`config.mk`:
```
export PLATFORM = sky130hd
export DESIGN_NAME = mem_stage
export DESIGN_NICKNAME = d
export VERILOG_FILES = /design/src/rtl/mem_stage.sv
export SDC_FILE = /design/constraint.sdc
export NUM_CORES = 1
export LEC_CHECK = 0
export ABC_AREA = 1
export CAP_MARGIN = 25
export CORE_ASPECT_RATIO = 0.75
export CORE_UTILIZATION = 46
export CTS_BUF_LIST = sky130_fd_sc_hd__clkbuf_2 sky130_fd_sc_hd__clkbuf_4 sky130_fd_sc_hd__clkbuf_8
export CTS_CLUSTER_SIZE = 25
export DETAILED_ROUTE_END_ITERATION = 6
export PLACE_DENSITY = 0.88
export SYNTH_ARGS = -nofsm -noshare
export SYNTH_HDL_FRONTEND = slang
export SYNTH_SLANG_ARGS = --single-unit
```
`constraint.sdc`:
```
create_clock -name clk -period 3.3 [get_ports clk]
set_clock_uncertainty 0.05 [all_clocks]
set_input_delay 0.825 -clock clk [delete_from_list [all_inputs] [get_ports clk]]
set_output_delay 0.825 -clock clk [all_outputs]
set_load 0.05 [all_outputs]
```
`src/rtl/mem_stage.sv`:
```
// mem_stage: EX/MEM and MEM/WB pipeline registers with a stalling, time-limited memory access FSM.
module mem_stage #(
    parameter int TIMEOUT = 15
) (
    input  logic        clk,
    input  logic        rst,
    input  logic        ex_valid,
    input  logic [15:0] ex_alu_out,
    input  logic [15:0] ex_data_to_mem,
    input  logic        ex_mem_read,
    input  logic        ex_mem_write,
    input  logic        ex_reg_write,
    input  logic [2:0]  ex_dst_reg,
    output logic [15:0] mem_addr,
    output logic [15:0] mem_wdata,
    output logic        mem_rd,
    output logic        mem_wr,
    input  logic [15:0] mem_rdata,
    input  logic        mem_done,
    output logic        stall,
    output logic [15:0] EXMEM_DATA,
    output logic        EXMEM_RegWriteEN,
    output logic [2:0]  EXMEM_DstRegNum,
    output logic [15:0] WB_DATA,
    output logic        MEMWB_RegWriteEN,
    output logic [2:0]  MEMWB_DstRegNum,
    output logic        err
);
    typedef enum logic [1:0] {IDLE, BUSY, ERR} state_t;
    localparam logic [3:0] TMO = 4'(TIMEOUT);
    state_t state, state_nx;
    logic [15:0] xm_data, xm_wdata, wb_data;
    logic        xm_rd, xm_wr, xm_rw, wb_rw;
    logic [2:0]  xm_dst, wb_dst;
    logic [3:0]  cnt;
    logic        is_mem, aligned, done_ok;
    assign is_mem  = xm_rd | xm_wr;
    assign aligned = ~xm_data[0];
    // mem_done only counts when a request is actually in flight
    assign done_ok = is_mem & mem_done & ((state == IDLE & aligned) | state == BUSY);
    assign mem_addr         = xm_data;
    assign mem_wdata        = xm_wdata;
    assign EXMEM_DATA       = xm_data;
    assign EXMEM_RegWriteEN = xm_rw;
    assign EXMEM_DstRegNum  = xm_dst;
    assign WB_DATA          = wb_data;
    assign MEMWB_RegWriteEN = wb_rw;
    assign MEMWB_DstRegNum  = wb_dst;
    assign err              = state == ERR;
    always_comb begin
        state_nx = state;
        mem_rd   = 1'b0;
        mem_wr   = 1'b0;
        stall    = 1'b0;
        unique case (state)
            IDLE: if (is_mem) begin
                stall    = ~done_ok;
                mem_rd   = xm_rd & aligned;
                mem_wr   = xm_wr & aligned;
                state_nx = !aligned ? ERR : mem_done ? IDLE : BUSY;
            end
            BUSY: begin
                stall    = ~mem_done;
                state_nx = mem_done ? IDLE : (cnt == TMO) ? ERR : BUSY;
            end
            ERR:     stall = 1'b1;
            default: state_nx = IDLE;
        endcase
    end
    always_ff @(posedge clk) begin
        if (rst) begin
            state    <= IDLE;
            cnt      <= '0;
            xm_data  <= '0;
            xm_wdata <= '0;
            xm_rd    <= 1'b0;
            xm_wr    <= 1'b0;
            xm_rw    <= 1'b0;
            xm_dst   <= '0;
            wb_data  <= '0;
            wb_rw    <= 1'b0;
            wb_dst   <= '0;
        end else begin
            state <= state_nx;
            cnt   <= (state == BUSY) ? cnt + 4'd1 : 4'd0;
            if (!stall) begin
                xm_data  <= ex_valid ? ex_alu_out : 16'd0;
                xm_wdata <= ex_valid ? ex_data_to_mem : 16'd0;
                xm_rd    <= ex_valid & ex_mem_read;
                xm_wr    <= ex_valid & ex_mem_write;
                xm_rw    <= ex_valid & ex_reg_write & ~ex_mem_write;
                xm_dst   <= ex_valid ? ex_dst_reg : 3'd0;
            end
            wb_data <= stall ? 16'd0 : xm_rd ? mem_rdata : xm_data;
            wb_rw   <= ~stall & xm_rw;
            wb_dst  <= stall ? 3'd0 : xm_dst;
        end
    end
endmodule

```
==> key figures <==
Detailed routing
  • Vias: 2,862
  • Antenna-violating nets left: 0
  • DRC violations left: 0
  • DR WL/cell: 13.6 µm
  • Vias per inst: 5.00
  • Initial DRC count: 130
  • Final wirelength: 7.80 mm
  • First drt pass iteration count: 4

Synth
  • Ys Warns: 0
  • Count of cell types in the netlist: 24
  • Synth area leader: dfxtp_1
  • Area contributors post-synth: dfxtp_1 (44%), nand2_1 (12%), nand4_1 (8.2%)
  • Syn_area_per_cell: 7.61 µm²
  • Share of the synthesized area in the top cell type: 0.439
  • Post-Syn Area: 2920 µm²
  • Post-synthesis cell count: 383
  • Post-synth net total: 442
  • Sequential fraction of the synthesis area: 0.439
  • #FFs+latches synth: 64

Job
  • MaxCap Viol Count: 0

Placed design
  • # port buffers: 133
  • HPWL Detailed: 5.30 mm
  • GPL Wtd Cong: 0.781
  • Post-DP Area: 4140 µm²

Power
  • PwrDens: 517 nW/µm²
  • VDD IR max: 0.286 mV
  • Final Power: 2260 µW
  • Leakage power: 0.00204 µW

Setup path
  • Setup CP Type: primary input to output port
  • Critical path endpoint category: output port
  • Worst EP required: 2.42 ns
  • Max FO, Critical Path: 4
  • Startpoint types: primary input
  • Critical Path AT: 1.93 ns

Layout
  • Final #Nets: 549
  • # diodes: 0
  • Area grow syn2layout: 50.1%
  • Cell area after layout: 4380 µm²
  • Fraction of layout instances using a drive strength above 1: 0.0769

STA
  • Least-Margin Pin Slew: 0.722 ns
  • Period Utilization, post-route: 0.851
  • Tmin final: 2.81 ns
  • Endpoints failing setup: 0
  • Post-route setup TNS: 0 ns
  • Worst relative slew slack: 0.518
  • RSZ-0062 raised after global routing: false
  • Final Hold Fails: 0
  • Max Freq: 356 MHz
  • Fin. max-slew vios: 0

GRT
  • Vias in the first global route: 2,698
  • Initial antenna violation count: 0
  • Total gr overflow: 0
  • First-pass GRT wire length: 12.5 mm
  • Largest net degree at the start of global routing: 40
  • GRT Util Overall: 0.242

Clock tree
  • CTS buffer count: 9
  • CTS tree: yes
  • Root buf cell: clkbuf_8
  • Post-CTS setup buffer count: 0
  • Skew-Pair Late Insertion Delay: 0.33 ns
  • Clock Path Buffers: 2
  • Clock sink count: 64
  • CTS Hold Buffers Added: 0
  • # resized after CTS: 0
  • CTS H-tree depth: 3
  • Worst-path clk slew: 0.07 ns

Floorplan
  • Die area: 6660 µm²
  • # IOs: 134
  • Die H: 70.9 µm
  • # rows: 24
  • Die width: 93.9 µm
  • Core area: 5980 µm²
  • Initial Util: 0.488

Outcome
  • Outcome: completed

Min path
  • Hold Crit Class: flop to flop
==> layer usage <==
| layer | share of wire | up-vias | GRT usage |
|---|---|---|---|
| met1 | 0.41 | 1302 | 0.291 |
| met3 | 0.099 | 8 | 0.0957 |
| met4 | 0.0083 | 0 | 0.0581 |
| met2 | 0.48 | 127 | 0.408 |
| li1 | - | 1425 | - |
| met5 | 0 | - | 0 |
==> cell families after synthesis <==
kind of cell / after synthesis / synth area share
AOI/OAI and AO/OA: 6 / 0.0103
adders and majority gates: 1 / 0.00429
buffers and inverters: 92 / 0.153
DFF: 64 / 0.439
muxes: 15 / 0.0515
and+or+nand+nor: 205 / 0.342
==> cells in the mapped netlist <==
cell       n
nor2_4     1
clkbuf_1   7
nor2_1    31
or2_2      1
nand2_1   90
clkinv_1   1
buf_4     21
and3_1     1
buf_1      3
nand4_1   38
nand3_1   29
buf_6      1
nand3b_1   1
o21ai_1    1
nor3b_1    1
nand3_2   12
inv_1     47
mux2i_1   15
buf_2     11
dfxtp_1   64
ha_1       1
a21oi_1    3
o21ai_0    2
inv_2      1
==> cell usage in the layout, fill, tap and decap left out, drive strengths merged <==
| cell | synthesis | final |
|---|---|---|
| o21ai | 3 | 3 |
| inv | 48 | 49 |
| clkdlybuf4s50 | 0 | 132 |
| a21oi | 3 | 3 |
| or2 | 1 | 1 |
| nand3b | 1 | 1 |
| clkbuf | 7 | 13 |
| and3 | 1 | 1 |
| nor2 | 32 | 32 |
| nor3b | 1 | 1 |
| nand2 | 90 | 90 |
| buf | 36 | 7 |
| nand4 | 38 | 38 |
| dfxtp | 64 | 64 |
| mux2i | 15 | 15 |
| nand3 | 41 | 41 |
| ha | 1 | 1 |
| bufinv | 0 | 2 |
==> through the flow <==
stage	hold WS [ns]	std cells	setup WS, ns	util
global route	0.417	572	0.395	0.732
detailed placement	0.385	557	0.313	0.692
finish	0.399	572	0.492	0.732
floorplan	0.368	383	0.794	-
global placement	0.380	557	0.415	0.692
CTS	0.396	572	0.479	0.732
==> registers in the layout, indices dropped and copies added, names as in the netlist <==
signal            flops
state                 2
MEMWB_DstRegNum       3
EXMEM_DstRegNum       3
xm_wr                 1
WB_DATA              16
mem_wdata            16
EXMEM_RegWriteEN      1
EXMEM_DATA           16
xm_rd                 1
cnt                   4
MEMWB_RegWriteEN      1
==> worst paths after layout <==
path                                    startpoint                 end  slack (ns)  depth (start not counted)
worst max-delay path                      mem_done               stall        0.49                          5
worst min register to register  EXMEM_DstRegNum[1]  MEMWB_DstRegNum[1]        0.40                          2
worst max register to register               xm_rd          WB_DATA[5]        1.01                          7
worst min-delay path            EXMEM_DstRegNum[1]  MEMWB_DstRegNum[1]        0.40                          2
==> report_power, final <==
| group | internal, µW | switching [µW] |
|---|---|---|
| registers | 819 | 33.1 |
| clock network | 504 | 286 |
| logic | 216 | 403 |
==> worst max-delay path, cell delays in order <==
cell,delay (ns)
clkdlybuf4s50_1,0.47
o21ai_1,0.26
nand3_2,0.12
inv_1,0.11
buf_12,0.14
==> layout make-up <==
type / instances / area (µm²)
Multi-Input combinational cell: 227 / 1190
Tap cell: 78 / 97.6
Fill cell: 458 / 1600
Clock inverter: 2 / 60.1
Clock buffer: 13 / 179
Sequential cell: 64 / 1280
Timing Repair Buffer: 139 / 1390
Inverter: 49 / 184
(Power assumes the default switching activity.)
